$ cat src/rtl/wb_mem_sequencer_pkg.sv
`default_nettype none
// ---------------------------------------------------------------------------
// wb_mem_sequencer_pkg : shared constants for the writeback store sequencer
// Rev 1.0
// ---------------------------------------------------------------------------
package wb_mem_sequencer_pkg;

  localparam int c_PAGE_BITS = 12;

  localparam logic [1:0] c_ST_IDLE   = 2'd0;
  localparam logic [1:0] c_ST_WR1    = 2'd1;
  localparam logic [1:0] c_ST_WR2    = 2'd2;
  localparam logic [1:0] c_ST_RETIRE = 2'd3;

  localparam logic [2:0] c_OPSZ_1 = 3'd1;
  localparam logic [2:0] c_OPSZ_2 = 3'd2;
  localparam logic [2:0] c_OPSZ_4 = 3'd4;

  // Encoding 3 is an alias for a 4-byte store.
  function automatic logic [2:0] sz_decode(input logic [1:0] op_size);
    logic [2:0] sz;
    case (op_size)
      2'd0:    sz = c_OPSZ_1;
      2'd1:    sz = c_OPSZ_2;
      default: sz = c_OPSZ_4;
    endcase
    return sz;
  endfunction

endpackage
`default_nettype wire

$ cat src/rtl/wb_mem_sequencer_split_calc.sv
`default_nettype none
// ---------------------------------------------------------------------------
// wb_split_calc : decides whether a store spills into the next page and
// sizes the two pieces. Lengths are byte count minus one. Rev 1.0
// ---------------------------------------------------------------------------
module wb_split_calc
  import wb_mem_sequencer_pkg::*;
#(
  parameter int PAGE_BITS = c_PAGE_BITS
) (
  input  logic [PAGE_BITS-1:0] i_offset,
  input  logic [2:0]           i_sz,
  input  logic [1:0]           i_spill,
  output logic                 o_split,
  output logic [1:0]           o_len1,
  output logic [1:0]           o_len2,
  output logic [4:0]           o_shift
);

  localparam logic [PAGE_BITS:0] c_PAGE_SIZE = {1'b1, {PAGE_BITS{1'b0}}};

  logic [PAGE_BITS:0] w_n1;

  always_comb begin
    w_n1    = c_PAGE_SIZE - {1'b0, i_offset};
    o_split = (i_spill != 2'b00) && (w_n1 < (PAGE_BITS + 1)'(i_sz));
    // A split implies n1 <= 3, so two bits of n1 suffice; modulo-4 wrap
    // turns a 4-byte size into length code 3.
    o_len1  = (o_split ? w_n1[1:0] : i_sz[1:0]) - 2'd1;
    o_len2  = o_split ? (i_sz[1:0] - w_n1[1:0] - 2'd1) : 2'd0;
    o_shift = o_split ? {w_n1[1:0], 3'b000} : 5'd0;
  end

endmodule
`default_nettype wire

$ cat src/rtl/wb_mem_sequencer.sv
`default_nettype none
// ---------------------------------------------------------------------------
// wb_mem_sequencer : drives one or two data-memory writes for a store held
// in the WB latch, stalls the latch until done, then pulses retire. Rev 1.0
// ---------------------------------------------------------------------------
module wb_mem_sequencer
  import wb_mem_sequencer_pkg::*;
#(
  parameter int PA_W      = 15,
  parameter int PAGE_BITS = c_PAGE_BITS
) (
  input  logic            clk,
  input  logic            rst,
  input  logic            i_v,
  input  logic            i_memwr,
  input  logic [31:0]     i_data,
  input  logic [1:0]      i_opSize,
  input  logic [1:0]      i_spill,
  input  logic [PA_W-1:0] i_PA1,
  input  logic [PA_W-1:0] i_PA2,
  input  logic            i_mem_ack,
  output logic            o_mem_req,
  output logic [PA_W-1:0] o_mem_addr,
  output logic [1:0]      o_mem_len,
  output logic [31:0]     o_mem_data,
  output logic            o_stall,
  output logic            o_retire,
  output logic            o_busy
);

  logic [1:0]      r_state;
  logic [PA_W-1:0] r_pa2;
  logic [31:0]     r_data_hi;
  logic [1:0]      r_len2;
  logic            r_split;

  logic [2:0] w_sz;
  logic       w_split;
  logic [1:0] w_len1;
  logic [1:0] w_len2;
  logic [4:0] w_shift;
  logic       w_idle;

  assign w_sz   = sz_decode(i_opSize);
  assign w_idle = (r_state == c_ST_IDLE);

  wb_split_calc #(
    .PAGE_BITS (PAGE_BITS)
  ) u_split_calc (
    .i_offset (i_PA1[PAGE_BITS-1:0]),
    .i_sz     (w_sz),
    .i_spill  (i_spill),
    .o_split  (w_split),
    .o_len1   (w_len1),
    .o_len2   (w_len2),
    .o_shift  (w_shift)
  );

  // Gated by rst so nothing reaches the latch or register file during reset.
  assign o_stall  = rst & ((w_idle & i_v & i_memwr) |
                           (r_state == c_ST_WR1) | (r_state == c_ST_WR2));
  assign o_retire = rst & ((r_state == c_ST_RETIRE) | (w_idle & i_v & ~i_memwr));
  assign o_busy   = ~w_idle;

  always_ff @(posedge clk or negedge rst) begin
    if (!rst) begin
      r_state    <= c_ST_IDLE;
      r_pa2      <= '0;
      r_data_hi  <= '0;
      r_len2     <= '0;
      r_split    <= 1'b0;
      o_mem_req  <= 1'b0;
      o_mem_addr <= '0;
      o_mem_len  <= '0;
      o_mem_data <= '0;
    end else begin
      case (r_state)
        c_ST_IDLE: begin
          if (i_v && i_memwr) begin
            // The second piece is prepared now so WR2 only swaps registers.
            r_pa2      <= i_PA2;
            r_data_hi  <= i_data >> w_shift;
            r_len2     <= w_len2;
            r_split    <= w_split;
            o_mem_req  <= 1'b1;
            o_mem_addr <= i_PA1;
            o_mem_len  <= w_len1;
            o_mem_data <= i_data;
            r_state    <= c_ST_WR1;
          end
        end
        c_ST_WR1: begin
          if (i_mem_ack) begin
            if (r_split) begin
              o_mem_addr <= r_pa2;
              o_mem_len  <= r_len2;
              o_mem_data <= r_data_hi;
              r_state    <= c_ST_WR2;
            end else begin
              o_mem_req <= 1'b0;
              r_state   <= c_ST_RETIRE;
            end
          end
        end
        c_ST_WR2: begin
          if (i_mem_ack) begin
            o_mem_req <= 1'b0;
            r_state   <= c_ST_RETIRE;
          end
        end
        default: r_state <= c_ST_IDLE;
      endcase
    end
  end

endmodule
`default_nettype wire

$ cat config.mk
export PLATFORM = sky130hd
export DESIGN_NAME = wb_mem_sequencer
export DESIGN_NICKNAME = d
export VERILOG_FILES = /design/src/rtl/wb_mem_sequencer_pkg.sv /design/src/rtl/wb_mem_sequencer_split_calc.sv /design/src/rtl/wb_mem_sequencer.sv
export SDC_FILE = /design/constraint.sdc
export NUM_CORES = 1
export LEC_CHECK = 0
export ABC_AREA = 1
export BUFFER_PORTS_ARGS = -buffer_cell sky130_fd_sc_hd__clkbuf_2
export CAP_MARGIN = 20
export CELL_PAD_IN_SITES_DETAIL_PLACEMENT = 1
export CELL_PAD_IN_SITES_GLOBAL_PLACEMENT = 1
export CORE_ASPECT_RATIO = 0.8
export CORE_MARGIN = 1.5
export CORE_UTILIZATION = 42
export CTS_CLUSTER_DIAMETER = 150
export DETAILED_ROUTE_END_ITERATION = 8
export PLACE_DENSITY = 0.84
export SLEW_MARGIN = 20
export SYNTH_ARGS = -nofsm -noshare
export SYNTH_HDL_FRONTEND = slang
export SYNTH_SLANG_ARGS = --single-unit
$ cat constraint.sdc
create_clock -name clk -period 5.1 [get_ports clk]
set_input_delay 1.275 -clock clk [delete_from_list [all_inputs] [get_ports clk]]
set_output_delay 1.275 -clock clk [all_outputs]
set_load 0.01 [all_outputs]
==> results_dict.tcl, run 1 <==
set metrics [dict create \
    synth-edff-count 0 \
    power_density_nw_per_um2 572.6 \
    multi_input_area_sq_um 2445 \
    rows 36 \
    cp_data_arrival_time_ps 2690 \
    status "complete, no violations" \
    synth_area_sq_um 5338 \
    viasPerCell 5.343 \
    grtUsageTotal_pct 28.17 \
    min_period_ps 3965 \
    synthCells 697 \
    synth_cell_types 30 \
    overflow 0 \
    ctsHoldBuffers 0 \
    nets 884 \
    leakagePower_nw 3.225 \
    cts.reportedPaths.clkPinSlew_ps 70 \
    post_cts_buffers 0 \
    max-cap-violations 0 \
    rsz0062_at_grt "no" \
    tightest_slew_ps 860.6 \
    synthFlopType "dfrtp_1" \
    hold_violations 0 \
    wl_per_cell_um 18.14 \
    final_cell_area_sq_um 6349 \
    post-route-period-util_pct 77.74 \
    die_w_um 129.0 \
    place.gp.congestion 0.8950 \
    avgSynthCellArea_sq_um 7.658 \
    fin_skew_ps 8.820 \
    ys_seq_elements 102 \
    die-area_sq_um 13400 \
    ir_worst_vdd_mv 0.4209 \
    n_antenna_cell 0 \
    dp_hpwl_um 12850 \
    core-area_sq_um 12300 \
    drc 0 \
    die_h_um 103.8 \
    synth_nets 777 \
    ant_nets 0 \
    root_buffer "clkbuf_16" \
    drtPass1Iterations 5 \
    area_growth_pct 18.94 \
    antenna_found_initial 0 \
    start_util_pct 43.41 \
    worstHoldEndpoint "r_pa2[1]" \
    required_ps 3830 \
    r2r_end "o_mem_data[8]" \
    fin_setup_tns_ps 0 \
    drive_above_1_share_pct 21.01 \
    async_reset_ff_share_pct 100.0 \
    startpoint_type "primary input" \
    port_buffers 123 \
    final-max-slew-violation-count 0 \
    post_dp_cell_area_sq_um 6081 \
    hold_path_depth 2 \
    wl_um 17780 \
    cts_buffer_depth 2 \
    grt_pass1_vias 5488 \
    worstPathMaxFanout 51 \
    instances_no_fill 980 \
    drt_iter0_markers 326 \
    ff2ff_setup_slack_ps 1930 \
    clock_sinks 102 \
    endpoint_kind "primary output" \
    grt_pass1_wl_um 29280 \
    worstSkewPairLatency_ps 360 \
    io_pins 124 \
    worstSetupPathType "primary input to primary output" \
    setup_viol 0 \
    seq_area_frac_synth_pct 47.82 \
    reg2regPathDepth 12 \
    hold_path_startpoint "r_pa2[1]" \
    dp.cells 964 \
    cts.repair.resized 0 \
    reg2reg_from "r_state[1]" \
    fillCellCount 1593 \
    grt_start_max_net_pins 57 \
    cts_tree "done" \
    cts_htree_levels 3 \
    ff_latch_area_sq_um 2552 \
    max-slew-margin-rel_pct 42.49 \
    numCtsBuffers 9 \
    fmaxAchievable_mhz 252.2 \
    yosys_warnings 0 \
    routed-via-count 5236 \
    hp-class "register to register" \
]
-- Yosys cell counts, types with 7 or more instances --
cell type | number | area (sq um)
inv_1 | 47 | 176.4
nand3_1 | 27 | 135.1
o21ai_0 | 18 | 90.09
nor2_1 | 91 | 341.6
o211ai_1 | 16 | 120.1
dfrtp_1 | 102 | 2552
a21oi_1 | 7 | 35.03
a31oi_1 | 48 | 300.3
o21ai_1 | 17 | 85.08
ha_1 | 9 | 112.6
a22o_1 | 8 | 70.07
clkbuf_1 | 28 | 105.1
nand2_1 | 240 | 900.9
-- flip-flops by register name (all words and copies together), names as in the netlist --
name / flops
r_data_hi: 32
r_state: 2
o_mem_req: 1
o_mem_addr: 15
o_mem_len: 2
r_len2: 2
r_pa2: 15
o_mem_data: 32
r_split: 1
-- area by class of cell --
| class | instances | area share (%) |
|---|---|---|
| Sequential cell | 102 | 40.20 |
| Multi-Input combinational cell | 509 | 38.51 |
| Timing Repair Buffer | 131 | 10.68 |
| Clock buffer | 10 | 3.607 |
| Tap cell | 171 | 3.370 |
| Inverter | 51 | 3.015 |
| Clock inverter | 6 | 0.6110 |
-- metrics by stage --
step | power, mW | hold slack, ps | utilization (%) | setup slack (ps)
after floorplan | 2.371 | 442.2 | - | 1389
after global placement | 2.890 | 455.0 | 49.45 | 1057
after detailed placement | 2.989 | 459.8 | 49.45 | 794.7
after CTS | 3.655 | 477.8 | 51.63 | 1136
after global routing | 3.909 | 504.8 | 51.63 | 858.3
final | 3.635 | 475.6 | 51.63 | 1135
-- cell families after synthesis --
family / share of synthesized area, %
AOI/OAI and AO/OA: 13.53
xor gates and xnor gates: 0.3282
adders and majority gates: 2.110
buffers and inverters: 6.517
DFF: 47.82
and+or+nand+nor: 29.70
-- metal layers --
metal	global-route usage, %	wire (um)
met2	43.05	7987
met5	0	0
met3	5.062	1180
met1	41.46	8385
met4	6.661	221
-- worst max-delay path by stage --
stage | slack, ps | from | cells after the start | end
finish | 1140 | i_memwr | 8 | o_stall
global route | 860 | i_PA1[0] | 16 | r_data_hi[2]
CTS | 1140 | i_memwr | 8 | o_stall
detailed placement | 790 | i_PA1[0] | 16 | r_data_hi[2]
global placement | 1060 | i_PA1[0] | 16 | r_data_hi[7]
floorplan | 1390 | i_memwr | 5 | o_stall
-- cell usage in the layout (no fill, tap or decap), types with 3 or more instances in the layout --
| master | n |
|---|---|
| o21ai_1 | 17 |
| nor2_4 | 5 |
| o211ai_1 | 16 |
| o21ai_0 | 18 |
| inv_1 | 46 |
| ha_1 | 8 |
| nor2_1 | 91 |
| a31oi_1 | 48 |
| nand4_1 | 3 |
| nand3_1 | 27 |
| clkinv_2 | 3 |
| nand2_2 | 3 |
| nor2_2 | 5 |
| clkbuf_16 | 9 |
| buf_4 | 9 |
| inv_2 | 3 |
| a21oi_1 | 7 |
| dfrtp_1 | 102 |
| nand2_1 | 240 |
| clkbuf_2 | 122 |
| a22o_1 | 8 |
-- critical path, cell delays in order --
cell and delay [ps]:
clkbuf_2 90, inv_1 50, nor3_2 140, buf_4 300
clkinv_1 100, buf_4 330, a31oi_1 230, clkbuf_2 160
-- power breakdown --
group	switching, mW	total [mW]	internal, mW
Sequential	0.266	1.47	1.21
Clock	0.321	0.651	0.330
Combinational	0.965	1.51	0.547
No activity file was read; power rests on OpenSTA's default activity.
==> run 2: changes to the inputs <==
--- a/config.mk
+++ b/config.mk
@@ -12,10 +12,10 @@
 export CELL_PAD_IN_SITES_GLOBAL_PLACEMENT = 1
 export CORE_ASPECT_RATIO = 0.8
 export CORE_MARGIN = 1.5
-export CORE_UTILIZATION = 42
+export CORE_UTILIZATION = 39
 export CTS_CLUSTER_DIAMETER = 150
 export DETAILED_ROUTE_END_ITERATION = 8
-export PLACE_DENSITY = 0.84
+export PLACE_DENSITY = 0.79
 export SLEW_MARGIN = 20
 export SYNTH_ARGS = -nofsm -noshare
 export SYNTH_HDL_FRONTEND = slang
==> constraint.sdc (replaced) <==
create_clock -name clk -period 4 [get_ports clk]
set_input_delay 1 -clock clk [delete_from_list [all_inputs] [get_ports clk]]
set_output_delay 1 -clock clk [all_outputs]
set_load 0.01 [all_outputs]
==> run 2 against run 1 <==
Compared with the run above: clock-buffer cell count rose by 2; die area rose by 7.5%; flip-flop and latch count did not move; non-clock buffer count did not move; cell count rose by 0.92%.
==> results_dict.tcl, run 2 (synthesized netlist as in run 1, its figures left out) <==
set metrics [dict create \
    status "complete, no violations" \
    root_buffer "clkbuf_16" \
    worstSkewPairLatency_ps 360 \
    final-max-slew-violation-count 0 \
    final.setup.worst_slack_ps 720.5 \
    dp_hpwl_um 12400 \
    worstHoldEndpoint "r_pa2[4]" \
    crit_slowest_cell "nand4_2" \
    ir_worst_vdd_mv 0.4465 \
    final_util_pct 47.67 \
    start_util_pct 39.67 \
    power_density_nw_per_um2 723.4 \
    final_common_cell "nand2_1" \
    worstPathMaxFanout 16 \
    required_ps 4240 \
    post-route-period-util_pct 81.99 \
    reg2regPathDepth 10 \
    crit_family "simple AND/OR/NAND/NOR gates" \
    clock_sinks 102 \
    min_period_ps 3279 \
    cts.repair.resized 0 \
    area_growth_pct 20.16 \
    slowest_delay_ps 410 \
    drive_above_1_share_pct 21.14 \
    cp_data_arrival_time_ps 3520 \
    cts_buffer_depth 2 \
    ff2ff_setup_slack_ps 1270 \
    hp-class "register to register" \
    routed-via-count 5085 \
    ant_nets 0 \
    grt_start_max_net_pins 75 \
    drc 0 \
    wl_per_cell_um 17.02 \
    drtPass1Iterations 4 \
    worstSetupPathType "primary input to register" \
    antenna_found_initial 0 \
    core-area_sq_um 13460 \
    worst-path-stages 18 \
    port_buffers 123 \
    n_antenna_cell 0 \
    path_buf_inv 4 \
    post_cts_buffers 0 \
    die_h_um 107.6 \
    cts.reportedPaths.clkPinSlew_ps 70 \
    max-slew-margin-rel_pct 37.06 \
    max-cap-violations 0 \
    grt_pass1_vias 5223 \
    wl_um 16830 \
    overflow 0 \
    cts_tree "done" \
    instances_no_fill 989 \
    setup_viol 0 \
    die-area_sq_um 14400 \
    layout_common_cells "240 x nand2_1, 122 x clkbuf_2, 102 x dfrtp_1" \
    hold_violations 0 \
    nets 884 \
    numCtsBuffers 9 \
    fmaxAchievable_mhz 304.9 \
    fillCellCount 1740 \
    grtUsageTotal_pct 24.85 \
    fin_setup_tns_ps 0 \
    path_cells "clkbuf_2 > inv_2 > ha_1 > ha_1 > inv_1 > o21bai_1 > nand2_1 > nand2_1 > nor2_1 > nand2_1 > nor2_2 > nand4_2 > nand2_1 > inv_1 > nand2_1 > nand3_1 > nand2_1 > nand2_1" \
    hold_path_depth 2 \
    dp.cells 973 \
    rsz0062_at_grt "no" \
    r2r_end "o_mem_data[2]" \
    rows 38 \
    fin_skew_ps 12.58 \
    biggestRegsByFlops "o_mem_data: 32 flops, r_data_hi: 32 flops" \
    startpoint_type "primary input" \
    io_pins 124 \
    reg2reg_from "r_state[1]" \
    endpoint_kind "register" \
    viasPerCell 5.142 \
    final_cell_area_sq_um 6414 \
    grt_pass1_wl_um 27850 \
    ctsHoldBuffers 0 \
    leakagePower_nw 3.248 \
    post_dp_cell_area_sq_um 6117 \
    hold_path_startpoint "r_pa2[4]" \
    cts_htree_levels 3 \
    dp_slack_ps 386.7 \
    die_w_um 133.8 \
    place.gp.congestion 0.8722 \
    tightest_slew_ps 944.1 \
    drt_iter0_markers 299 \
    cpMostUsedCell "nand2_1" \
]
run 2: cell count changes in the layout (fill, tap and decap cells not counted):
cell / delta
clkbuf_8: +3
buf_12: +2
buf_4: -2
clkinv_2: -2
clkbuf_1: -1
clkinv_4: +1
clkinvlp_4: -1
run 2: worst min-delay path, cell delays in order (launching register included):
cell     delay, ps
dfrtp_1        340
nand2_1         60
nand2_1         40
run 2: worst max path at each step:
stage / from / endpoint / slack (ps)
2_1_floorplan: i_memwr / o_stall / 840
3_3_place_gp: i_PA1[0] / o_mem_len[1] / 530
3_5_place_dp: i_PA1[0] / o_mem_len[1] / 390
4_1_cts: i_PA1[0] / o_mem_len[1] / 750
5_1_grt: i_PA1[0] / o_mem_len[1] / 460
6_report: i_PA1[0] / o_mem_len[1] / 720
run 2: metal layers:
metal,up-vias,global-route usage (%),wire (um)
met1,2451,36.84,8393
li1,2474,-,-
met4,0,5.357,216
met3,18,5.744,1050
met2,142,36.78,7167
met5,-,0,0
run 2: cell type report:
type | instances | area, sq um | share of cell area, %
clock buffers | 12 | 266.5 | 4.155
clock inverters | 4 | 30.03 | 0.4682
well taps | 180 | 225.2 | 3.512
flip-flops and latches | 102 | 2552 | 39.80
inverters | 51 | 191.4 | 2.985
repair buffers | 131 | 703.2 | 10.96
multi-input cells | 509 | 2445 | 38.12
run 2: power breakdown:
group	total, mW	leakage (nW)	switching (mW)	internal (mW)
combinational	1.91	1.89	1.21	0.709
clock	0.884	0.145	0.409	0.475
sequential	1.84	1.21	0.306	1.54
total	4.64	3.25	1.92	2.72
run 2: per-stage QoR:
stage	hold WS (ps)	total power, mW
after CTS	480.4	4.688
after global routing	499.6	5.032
after floorplan	442.2	3.023
after global placement	454.9	3.682
final	472.4	4.640
after detailed placement	463.1	3.784
==> run 3: changes to the inputs <==
--- a/config.mk
+++ b/config.mk
@@ -12,10 +12,10 @@
 export CELL_PAD_IN_SITES_GLOBAL_PLACEMENT = 1
 export CORE_ASPECT_RATIO = 0.8
 export CORE_MARGIN = 1.5
-export CORE_UTILIZATION = 39
+export CORE_UTILIZATION = 35
 export CTS_CLUSTER_DIAMETER = 150
 export DETAILED_ROUTE_END_ITERATION = 8
-export PLACE_DENSITY = 0.79
+export PLACE_DENSITY = 0.75
 export SLEW_MARGIN = 20
 export SYNTH_ARGS = -nofsm -noshare
 export SYNTH_HDL_FRONTEND = slang
==> constraint.sdc (replaced) <==
create_clock -name clk -period 2.86 [get_ports clk]
set_input_delay 0.715 -clock clk [delete_from_list [all_inputs] [get_ports clk]]
set_output_delay 0.715 -clock clk [all_outputs]
set_load 0.01 [all_outputs]
==> run 3 against run 2 <==
Compared with the run above: design area grew 3.8%; power grew 46%; combinational power grew 43%; global-route usage shrank 1.9 points; sequential power grew 40%; clock power grew 65%; first-iteration DRC count grew 9.4%; sequential share of layout area shrank 1.5 points; wire length grew 3.5%; cell count grew 2.8%; largest power group unchanged.
==> results_dict.tcl, run 3 (synthesized netlist as in run 1, its figures left out) <==
set metrics [dict create \
    drive_above_1_share_pct 22.71 \
    overflow 0 \
    final_util_pct 44.50 \
    area_growth_pct 24.75 \
    crit_family "buffers and inverters" \
    nets 903 \
    reg2regPathDepth 10 \
    numCtsBuffers 9 \
    endpoint_kind "primary output" \
    pwr-share-seq_pct 38.1 \
    p_sw_mw 2.702 \
    dp_slack_ps -93.71 \
    viasPerCell 5.100 \
    min_period_ps 2630 \
    hp-class "primary input to async pin" \
    dp_hpwl_um 12750 \
    worstPathMaxFanout 5 \
    post_dp_cell_area_sq_um 6309 \
    slowest_delay_ps 430 \
    cts_tree "done" \
    wl_um 17420 \
    worstSkewPairLatency_ps 350 \
    rsz0062_at_grt "no" \
    setup_viol 0 \
    cts_buffer_depth 2 \
    power_density_nw_per_um2 1017 \
    total_power_mw 6.774 \
    port_buffers 123 \
    tightest_slew_ps 594.8 \
    grtUsageTotal_pct 22.92 \
    grt_use_met3_pct 4.366 \
    grt.busiest_layer "met2" \
    use_met2_pct 35.03 \
    path_buf_inv 4 \
    cp_data_arrival_time_ps 1920 \
    die-area_sq_um 16010 \
    worstSetupPathType "register to primary output" \
    grt_pass1_wl_um 28740 \
    drtPass1Iterations 4 \
    hold_violations 0 \
    ctsHoldBuffers 0 \
    fin_skew_ps 8.322 \
    final.setup.worst_slack_ps 229.5 \
    place.gp.congestion 0.8675 \
    final_cell_area_sq_um 6659 \
    grt_util_met1_pct 33.35 \
    drt_iter0_markers 327 \
    clkPwrFrac_pct 21.6 \
    clock_sinks 102 \
    cpMostUsedCell "inv_1" \
    routed-via-count 5187 \
    leakagePower_nw 3.386 \
    fmaxAchievable_mhz 380.2 \
    grt_pass1_vias 5513 \
    p_comb_share_pct 40.4 \
    grt_start_max_net_pins 103 \
    ff2ff_setup_slack_ps 600 \
    max-slew-margin-rel_pct 60.35 \
    core-area_sq_um 14960 \
    dp.cells 1001 \
    antenna_found_initial 0 \
    die_h_um 113.5 \
    cts.repair.resized 0 \
    instances_no_fill 1017 \
    post_cts_buffers 0 \
    startpoint_type "register" \
    io_pins 124 \
    final-max-slew-violation-count 0 \
    crit_slowest_cell "dfrtp_1" \
    drc 0 \
    start_util_pct 35.67 \
    ant_nets 0 \
    die_w_um 141.1 \
    r2r_end "o_mem_data[3]" \
    n_antenna_cell 0 \
    root_buffer "clkbuf_16" \
    final_common_cell "nand2_1" \
    max-cap-violations 0 \
    cts_htree_levels 3 \
    p_int_mw 4.072 \
    post-route-period-util_pct 91.97 \
    swShare_pct 39.89 \
    path_cells "inv_1 > ha_1 > inv_1 > nor3_2 > clkinv_1 > a31oi_1 > clkbuf_2" \
    wl_per_cell_um 17.13 \
    rows 40 \
    ir_worst_vdd_mv 0.6072 \
    status "complete, no violations" \
    reg2reg_from "r_state[1]" \
    layout_common_cells "240 x nand2_1, 122 x clkbuf_2, 102 x dfrtp_1" \
    cts.reportedPaths.clkPinSlew_ps 70 \
    required_ps 2140 \
    biggestRegsByFlops "o_mem_data: 32 flops, r_data_hi: 32 flops" \
]
## run 3: cell count changes in the layout (fill, tap and decap cells not counted)
cell	delta
buf_12	+3
buf_4	+16
bufinv_16	+3
clkbuf_1	+2
clkbuf_8	-1
clkinv_2	-1
clkinv_4	-2
clkinvlp_4	-1
## run 3: worst max-delay path by stage
stage | from | end | depth (start not counted)
final | r_state[1] | o_stall | 7
after global routing | i_PA1[0] | r_data_hi[1] | 17
after CTS | r_state[0] | o_stall | 7
after detailed placement | i_PA1[0] | r_data_hi[0] | 17
after global placement | i_PA1[0] | r_data_hi[22] | 17
after floorplan | i_PA1[0] | r_data_hi[24] | 15
## run 3: worst reg2reg max path, stage by stage, from the launching register on
cell	delay, ps
dfrtp_1	430
inv_1	130
ha_2	200
buf_4	270
nand2_1	130
o21ai_0	100
nand2_1	180
inv_2	110
buf_12	330
nor2_1	130
a31oi_1	180
## run 3: through the flow
step	setup TNS [ps]	hold WS (ps)
final	0	471.6
after global routing	0	500.8
after detailed placement	-1679	459.8
after CTS	0	477.8
after floorplan	0	419.4
after global placement	0	454.9
## run 3: cell type report
type,instances,area [sq um]
fill,1858,8305
sequential,102,2552
multi-input combinational,509,2445
timing repair buffer,150,883.3
clock buffer,13,260.3
tap,189,236.5
inverter,51,191.4
clock inverter,3,90.09
## run 3: metal layers
| layer | share of wire, % | wire length (um) | vias to the layer above |
|---|---|---|---|
| li1 | - | - | 2517 |
| met1 | 50 | 8782 | 2523 |
| met2 | 44 | 7607 | 130 |
| met3 | 4.6 | 802 | 17 |
| met4 | 1.3 | 229 | 0 |
| met5 | 0 | 0 | - |
## run 3: power by group through the flow
stage / clock network, mW / registers (mW) / logic [mW]
final: 1.46 / 2.58 / 2.73
after global placement: 0 / 2.57 / 2.62
after floorplan: 0 / 2.65 / 1.58
after CTS: 1.49 / 2.58 / 2.78
after global routing: 1.54 / 2.66 / 3.10
after detailed placement: 0 / 2.60 / 2.76
